`src/rtl/inst_fetch_ctrl.sv`:
```
// inst_fetch_ctrl: single-line instruction buffer with miss sequencing, flush, timeout and hit/miss counters
module inst_fetch_ctrl #(
  parameter int MAX_WAIT = 16,
  parameter int CNT_W = 16
) (
  input  logic             clk,
  input  logic             rst_n,
  input  logic [31:0]      pc,
  input  logic             pc_valid,
  input  logic             flush,
  input  logic             inval,
  output logic [31:0]      inst,
  output logic             inst_valid,
  output logic             fetch_stall,
  output logic [31:0]      mem_addr,
  input  logic [127:0]     mem_qdata,
  input  logic             mem_ready,
  output logic             mem_err,
  output logic [CNT_W-1:0] hit_count,
  output logic [CNT_W-1:0] miss_count
);
  typedef enum logic [1:0] {IDLE, WAIT, ERR} state_t;
  state_t state, state_nx;
  logic buf_valid;
  logic [27:0] buf_tag, req_tag;
  logic [127:0] buf_data;
  logic [7:0] wait_cnt;
  logic hit, idle, miss, fill, drop, tout;
  logic [31:0] word;
  always_comb begin
    idle = state == IDLE;
    hit = buf_valid && buf_tag == pc[31:4];
    word = pc[3] ? (pc[2] ? buf_data[31:0] : buf_data[63:32])
                 : (pc[2] ? buf_data[95:64] : buf_data[127:96]);
    inst_valid = idle && pc_valid && hit;
    fetch_stall = !idle || (pc_valid && !hit);
    inst = inst_valid ? word : '0;
    miss = idle && pc_valid && !hit;
    drop = state == WAIT && flush;
    // the first WAIT cycle's ready may still belong to the previous line
    fill = state == WAIT && !flush && mem_ready && wait_cnt != 8'd0;
    tout = state == WAIT && !flush && !fill && wait_cnt == 8'(MAX_WAIT - 1);
    state_nx = miss ? WAIT : (drop || fill) ? IDLE : tout ? ERR : state;
  end
  always_ff @(posedge clk) begin
    if (!rst_n) begin
      state <= IDLE;
      buf_valid <= 1'b0;
      buf_tag <= '0;
      req_tag <= '0;
      buf_data <= '0;
      mem_addr <= '0;
      wait_cnt <= '0;
      mem_err <= 1'b0;
      hit_count <= '0;
      miss_count <= '0;
    end else begin
      state <= state_nx;
      wait_cnt <= miss ? 8'd0 : (state == WAIT) ? wait_cnt + 8'd1 : wait_cnt;
      if (miss) begin
        mem_addr <= {pc[31:4], 4'b0};
        req_tag <= pc[31:4];
        miss_count <= miss_count + CNT_W'(1);
      end
      if (inst_valid) hit_count <= hit_count + CNT_W'(1);
      if (fill) begin
        buf_data <= mem_qdata;
        buf_tag <= req_tag;
        buf_valid <= 1'b1;
      end else if (inval) buf_valid <= 1'b0;
      if (tout) mem_err <= 1'b1;
    end
  end
endmodule

```
`config.mk`:
```
export PLATFORM = sky130hd
export DESIGN_NAME = inst_fetch_ctrl
export DESIGN_NICKNAME = d
export VERILOG_FILES = /design/src/rtl/inst_fetch_ctrl.sv
export SDC_FILE = /design/constraint.sdc
export NUM_CORES = 1
export LEC_CHECK = 0
export CAP_MARGIN = 20
export CORE_UTILIZATION = 41
export DETAILED_ROUTE_END_ITERATION = 16
export PLACE_DENSITY = 0.71
export SYNTH_ARGS = -nofsm -noshare
export SYNTH_HDL_FRONTEND = slang
export SYNTH_SLANG_ARGS = --single-unit
```
`constraint.sdc`:
```
create_clock -name clk -period 2.4 [get_ports clk]
set_clock_uncertainty 0.1 [all_clocks]
set_input_delay 0.36 -clock clk [delete_from_list [all_inputs] [get_ports clk]]
set_output_delay 0.36 -clock clk [all_outputs]
set_load 0.05 [all_outputs]
```
Yosys cells after proc, flatten, opt, wreduce, memory -nomap -nowiden:

Cells that the tools add are included.

* register bits: 228
* bits in read-only memories: 0
* bits in latches: 0
* word-level logic and storage cells: 49
* memories kept: 0
* bits of input ports: 166
* output and inout bits: 99
* bits in writable memories: 0

* $add $sub $neg: 3
* shift operators: 0
* multiply operators: 0
* reductions and logical operators: 23
* equal/unequal tests: 3
* muxes and demuxes: 9
* $lt $le $gt $ge: 0
* divide/modulo/power cells: 0
* bitwise gates (word level): 1

Operator list (number)
* 32-bit 2-to-1 mux: 4
* 16-bit by 1-bit adder with 16-bit output (second input constant): 2
* 28-bit equality test: 1
* 1-bit logical AND: 11
* 8-bit by 1-bit adder with 8-bit output (second input constant): 1
* 8-bit by 4-bit equality test with 1-bit output (second input constant): 1
* 8-bit nonzero test: 1
* 1-bit 2-to-1 mux: 5
* 1-bit logical NOT: 4
* 3-bit nonzero test: 1
* 3-bit OR reduction: 1
* 2-bit by 1-bit equality test with 1-bit output (second input constant): 1
* 2-bit logical NOT: 1
* 1-bit logical OR: 2
* 2-bit nonzero test: 1
* 2-bit OR reduction: 1
* 1-bit inverter: 1

Logic depth before layout (Yosys ltp):

Gate-level depths: netlist (run 1).

* depth after elaboration: 10
* mapped depth: 10
* depth with buffers taken out: 7

Worst setup path before layout (run 1):

No wires, ideal clock.

* path kind: input to output
* from: in pc[30]
* to: out inst[10]
* path buffers: 2
* slack: -333 ps
* required time: 1940 ps
* cell stages on the path: 7
* data arrival time: 2273 ps
* cell sequence: xor2_1 > nor4_1 > and4_1 > buf_2 > nand3_1 > clkbuf_1 > nor2b_1

* word-level cells in the longest chain between the ends: 4

RTL lines
* from (decl): RTL line 8 `input logic [31:0] pc,`
* 28-bit equality test: RTL line 32 `hit = buf_valid && buf_tag == pc[31:4];`
* 1-bit logical AND: RTL line 32
* 1-bit logical AND: RTL line 35 `inst_valid = idle && pc_valid && hit;`
* 32-bit 2-to-1 mux: RTL line 37 `inst = inst_valid ? word : '0;`
* to (decl): RTL line 12 `output logic [31:0] inst,`

No other way between the ends.

Final worst setup path (run 1):

* from: in pc[31]
* to: out inst[27]

The elaborated chain is that of the path after synthesis.

==> flow_metrics.tcl, run 1 <==
set metrics [dict create \
    yosysSeqAreaShare_pct 44.9 \
    synthXorXnorAreaFrac_pct 2.93 \
    die_h_um 160 \
    p_leak_nw 5.17 \
    worstPathRequired_ps 1940 \
    grt_pass1_wl_mm 46.7 \
    rows 57 \
    dr.pass1.iters 5 \
    r2r-end "hit_count[15]" \
    cts_tree "done" \
    drt_iter0_markers 523 \
    yosysWarnings 0 \
    ys_types 41 \
    worst_slack_ps -590 \
    outcome "finished, violations left" \
    utilization_pct 61.3 \
    clk_pin_slew_ps 60 \
    synth.area.top_cells "dfxtp_1 45%, nand2_1 15%, a21oi_1 8.5%" \
    drt-vias-per-instance 5.06 \
    start_util_pct 41.8 \
    finalCritPeriodShare_pct 125 \
    root_buffer "clkbuf_16" \
    via_count 9082 \
    holdBufCountCts 0 \
    track_usage_pct 22.6 \
    dieArea_um2 25400 \
    grt_setup_unrepaired "true" \
    cap_violations 0 \
    path_max_fanout 7 \
    fillCellCount 2046 \
    cts_buffers 26 \
    max-slew-margin-rel_pct 49.2 \
    clkLatencyLatePin_ps 520 \
    synth_top_family_by_area "simple AND/OR/NAND/NOR gates" \
    coreArea_um2 24300 \
    ir_worst_vdd_v 0.000417 \
    ant_nets 0 \
    seqCellArea_um2 4570 \
    hold_depth 3 \
    hold_path.class "in -> reg" \
    synth-compound-area-share_pct 11.3 \
    drive_gt1_share_pct 15.4 \
    synth_top_area_share_pct 44.9 \
    synthAdderAreaFrac_pct 0.492 \
    avgSynthCellArea_um2 8.51 \
    p_per_area_nw_per_um2 573 \
    muxShareOfSynthArea_pct 11.7 \
    end_kind "output pin" \
    finalPower_mw 8.55 \
    first_global_vias 8860 \
    critical_path_class "in -> out" \
    hold_viol_final 0 \
    slew_viol_final 0 \
    multi_input_area_um2 5420 \
    grt_max_degree 118 \
    cp.arrival_ps 2530 \
    syn2layout_area_growth_pct 46.6 \
    wl_per_cell_um 16.4 \
    fmax_mhz 334 \
    place.gp.congestion 0.805 \
    worstReg2RegStart "buf_tag[9]" \
    cts_buffer_depth 3 \
    failed_checks "setup timing" \
    port_buffers 258 \
    nets 1624 \
    yosys_most_used_dff "dfxtp_1" \
    ff2ff_setup_slack_ps 70 \
    dp_hpwl_mm 20.3 \
    setup_viol 34 \
    drc 0 \
    ys_seq_elements 228 \
    cp-start-kind "primary input" \
    setup_tns_ps -19230 \
    r2r_cells 6 \
    htreeDepth 1 \
    finalCriticalPeriod_ps 2990 \
    drt_wl_total_mm 29.5 \
    grt_remaining_overflow 0 \
    syn_area_um2 10200 \
    min_to "buf_data[30]" \
    synthArstFlopShare_pct 0 \
    synth_edf_count 0 \
    yosysTopAreaCell "dfxtp_1" \
    syn-instance-count 1195 \
    hp-start "mem_qdata[30]" \
    antenna_found_initial 4 \
    cp-startpoint "pc[31]" \
    die_x_um 160 \
    clock-sinks 228 \
    tightestPinTransition_ps 762 \
    ioPinCount 265 \
    synth-simple-area-share_pct 23.4 \
]
[report_power, final]
part,leakage (nW),total (mW),internal [mW],switching [mW]
combinational,2.92,0.889,0.446,0.443
clock,0.406,3.78,2.27,1.52
sequential,1.84,3.87,3.83,0.0396
[cell families after synthesis]
group                      count (synthesis)
DFF                                      228
buffers and inverters                    102
and+or+nand+nor                          542
AOI/OAI and AO/OA                        205
adders and majority gates                  4
xor gates and xnor gates                  34
muxes                                     79
other                                      1
[worst max-delay path by stage]
stage,endpoint,slack (ps),cells past startpoint
floorplan,inst[0],-140,6
global placement,inst[31],-690,9
detailed placement,inst[31],-730,9
CTS,inst[6],-630,9
global route,inst[8],-670,9
finish,inst[27],-590,10
[timing repair]
action | 4_1_cts | 5_1_grt
setup endpoints to repair | 71 | 101
gates cloned | 2 | 1
pin swaps | 5 | 5
buffers inserted | 3 | 6
resized for setup | 14 | 17
[metrics by stage]
stage / worst slack [ps] / cells / cell area [um2] / hold WS (ps)
finish: -590 / 1796 / 14900 / 287
global route: -670 / 1795 / 14900 / 267
detailed placement: -733 / 1740 / 13800 / 344
floorplan: -139 / 1198 / 10400 / 333
CTS: -631 / 1789 / 14800 / 265
global placement: -689 / 1740 / 13800 / 338
[cells in the final DEF (no fill, tap or decap), types with 10 or more instances in the layout]
cell,n
clkdlybuf4s50_1,220
buf_4,45
nand3_1,12
xor2_1,15
nand2b_1,31
nand2_1,402
buf_12,49
xnor2_1,16
dfxtp_1,225
nor2b_4,31
nor3_1,10
mux4_2,32
nand4_1,15
mux2i_1,46
a21oi_1,172
o41ai_1,11
clkbuf_16,28
[layout make-up]
| class | instances | area share, % |
|---|---|---|
| diodes | 2 | 0.0336 |
| clock buffers | 37 | 5.05 |
| clock inverters | 7 | 0.403 |
| inverters | 7 | 0.193 |
| multi-input cells | 868 | 36.4 |
| flip-flops and latches | 228 | 30.6 |
| well taps | 324 | 2.72 |
| repair buffers | 323 | 24.6 |
[routing by layer]
layer | routed length (um) | global-route usage [%]
met1 | 12500 | 28.0
met2 | 14100 | 38.1
met3 | 2200 | 6.15
met4 | 677 | 6.91
met5 | 12 | 0
[critical path, cell delays in order]
cell and delay, ps:
clkdlybuf4s50_1 450, xor2_1 180, nor4_2 400, buf_4 190
and4_4 230, nand3_4 70, buf_12 170, clkbuf_16 190
nor2b_4 140, buf_12 140
[state kept, by name, summed over array words and instances, names as in the netlist]
register / cells
buf_data: 128
buf_tag: 28
req_tag: 28
hit_count: 16
miss_count: 16
wait_cnt: 8
state: 2
buf_valid: 1
mem_err: 1
[synth_stat cells (13+ instances only)]
library cell    n
nand4_1        15
xor2_1         17
mux4_2         32
a21oi_1       173
mux2i_1        47
xnor2_1        17
buf_6          17
nand3_1        13
dfxtp_1       228
nand2b_1       31
nand2_1       403
clkbuf_1       63
nor2b_1        33
Power figures use the tool's default switching activity.
==> run 2: changes to the inputs <==
PLACE_DENSITY = 0.69   (was 0.71)
clock period = 3.7 ns   (was 2.4 ns; I/O delays follow)
==> flow_metrics.tcl, run 2 (synthesis results as in run 1) <==
set metrics [dict create \
    root_buffer "clkbuf_16" \
    clkLatencyLatePin_ps 530 \
    crit_path_top_delay_cell "nor4_1" \
    grt_max_degree 144 \
    r2r-end "buf_data[65]" \
    ioPinCount 265 \
    grt_remaining_overflow 0 \
    r2r_cells 6 \
    worstReg2RegStart "wait_cnt[7]" \
    cp-endpoint "inst[12]" \
    cp_num_buf_inv 3 \
    nets 1579 \
    mostFrequentLayoutCells "403 x nand2_1, 228 x dfxtp_1, 222 x clkdlybuf4s50_1, 172 x a21oi_1, 47 x mux2i_1" \
    top_register "buf_data" \
    syn2layout_area_growth_pct 39.2 \
    cp-start-kind "primary input" \
    hold_path.class "reg -> reg" \
    slew_viol_final 0 \
    clock-sinks 228 \
    place.gp.congestion 0.783 \
    drc 0 \
    cp_top_family "simple AND/OR/NAND/NOR gates" \
    cp-startpoint "pc[30]" \
    holdBufCountCts 0 \
    tightestPinTransition_ps 968 \
    setup_tns_ps 0 \
    cts_tree "done" \
    worstPathCellList "clkdlybuf4s50_1, xor2_1, nor4_1, and4_1, nand3_1, buf_12, nor2b_1, buf_12" \
    postCtsResizedCells 0 \
    outcome "complete, no violations" \
    seqCellArea_um2 4560 \
    dieArea_um2 25400 \
    p_per_area_nw_per_um2 410 \
    ir_worst_vdd_v 0.000291 \
    fmax_mhz 285 \
    start_util_pct 41.8 \
    p_leak_nw 4.87 \
    clk_pin_slew_ps 60 \
    largest_reg_flops 128 \
    die_h_um 160 \
    finalCritPeriodShare_pct 94.7 \
    finalCriticalPeriod_ps 3500 \
    antenna_found_initial 3 \
    cts_buffer_depth 3 \
    port_buffers 258 \
    dr.pass1.iters 5 \
    coreArea_um2 24300 \
    setup_viol 0 \
    cap_violations 0 \
    multi_input_area_um2 5100 \
    track_usage_pct 21.8 \
    end_kind "output pin" \
    reg.largest.list "buf_data x128, buf_tag x28, req_tag x28" \
    placed_area_um2 13200 \
    die_x_um 160 \
    finalInstanceArea_um2 14200 \
    path_max_fanout 33 \
    fillCellCount 2140 \
    crit_top_cell "buf_12" \
    htreeDepth 1 \
    final_common_cell "nand2_1" \
    grt_setup_unrepaired "false" \
    ff2ff_setup_slack_ps 810 \
    cts_buffers 26 \
    drt_wl_total_mm 27.9 \
    critPathMaxStageDelay_ps 550 \
    worstPathRequired_ps 3040 \
    cp.depth 8 \
    max-slew-margin-rel_pct 35.5 \
    ant_nets 0 \
    drt_iter0_markers 613 \
    hold_viol_final 0 \
    dp_hpwl_mm 18.9 \
    rows 57 \
    critical_path_class "in -> out" \
    cp.arrival_ps 2850 \
    via_count 8932 \
    first_global_vias 8659 \
    grt_pass1_wl_mm 45.0 \
    post-cts-setup-buffer-count 0 \
    wl_per_cell_um 15.9 \
    drive_gt1_share_pct 10.0 \
    drt-vias-per-instance 5.09 \
]
run 2: changes by cell type in the layout (fill, tap and decap cells not counted), sizes merged:
cell,before,now
clkdlybuf4s50,220,222
diode,2,3
bufinv,1,4
buf,101,56
clkinvlp,0,3
clkinv,6,8
clkbuf,38,33
dlymetal6s2s,1,0
run 2: tightest hold or removal path, delay by kind of cell, from the launching register on:
kind / cells / cell delay (ps)
DFF: 1 / 300
and+or+nand+nor: 1 / 50
AOI/OAI and AO/OA: 1 / 50
run 2: worst min-delay path by stage:
| stage | startpoint | end | depth (start not counted) |
|---|---|---|---|
| 2_1_floorplan | buf_data[32] | buf_data[32] | 2 |
| 3_3_place_gp | buf_data[55] | buf_data[55] | 2 |
| 3_5_place_dp | buf_data[17] | buf_data[17] | 2 |
| 4_1_cts | buf_data[17] | buf_data[17] | 2 |
| 5_1_grt | buf_data[86] | buf_data[86] | 2 |
| 6_report | buf_data[17] | buf_data[17] | 2 |
run 2: area by class of cell:
cell class                 count  area share (%)
multi-input combinational    868            36.0
sequential                   228            32.2
timing repair buffer         278            22.0
clock buffer                  33            5.20
tap                          324            2.86
clock inverter                15            1.45
inverter                       7           0.203
antenna                        3          0.0530
run 2: per-layer routing:
metal	vias to the layer above	track usage (%)	routed length [um]
li1	4469	-	-
met3	53	5.91	2020
met1	4147	27.8	12000
met4	0	7.08	782
met5	-	0	0
met2	263	35.6	13100
run 2: per-stage QoR:
| step | hold slack, ps | worst slack, ps | std cells | util [%] | total power [mW] |
|---|---|---|---|---|---|
| after floorplan | 333 | 577 | 1198 | - | 2.83 |
| after global placement | 338 | 260 | 1705 | 54.3 | 3.10 |
| after detailed placement | 344 | 187 | 1705 | 54.3 | 3.11 |
| after CTS | 352 | 176 | 1753 | 58.2 | 5.86 |
| after global routing | 372 | 41.3 | 1755 | 58.2 | 6.01 |
| final | 350 | 196 | 1756 | 58.2 | 5.80 |
run 2: power breakdown:
group	total [mW]	leakage (nW)	switching [mW]	internal (mW)
Clock	2.75	0.459	1.06	1.70
Sequential	2.51	1.84	0.0269	2.49
Combinational	0.539	2.56	0.274	0.265
==> run 3: changes to the inputs <==
SLEW_MARGIN = 25   (was unset)
==> results of run 3 <==
The final DEF is identical to that of run 2; final timing and power are the same.
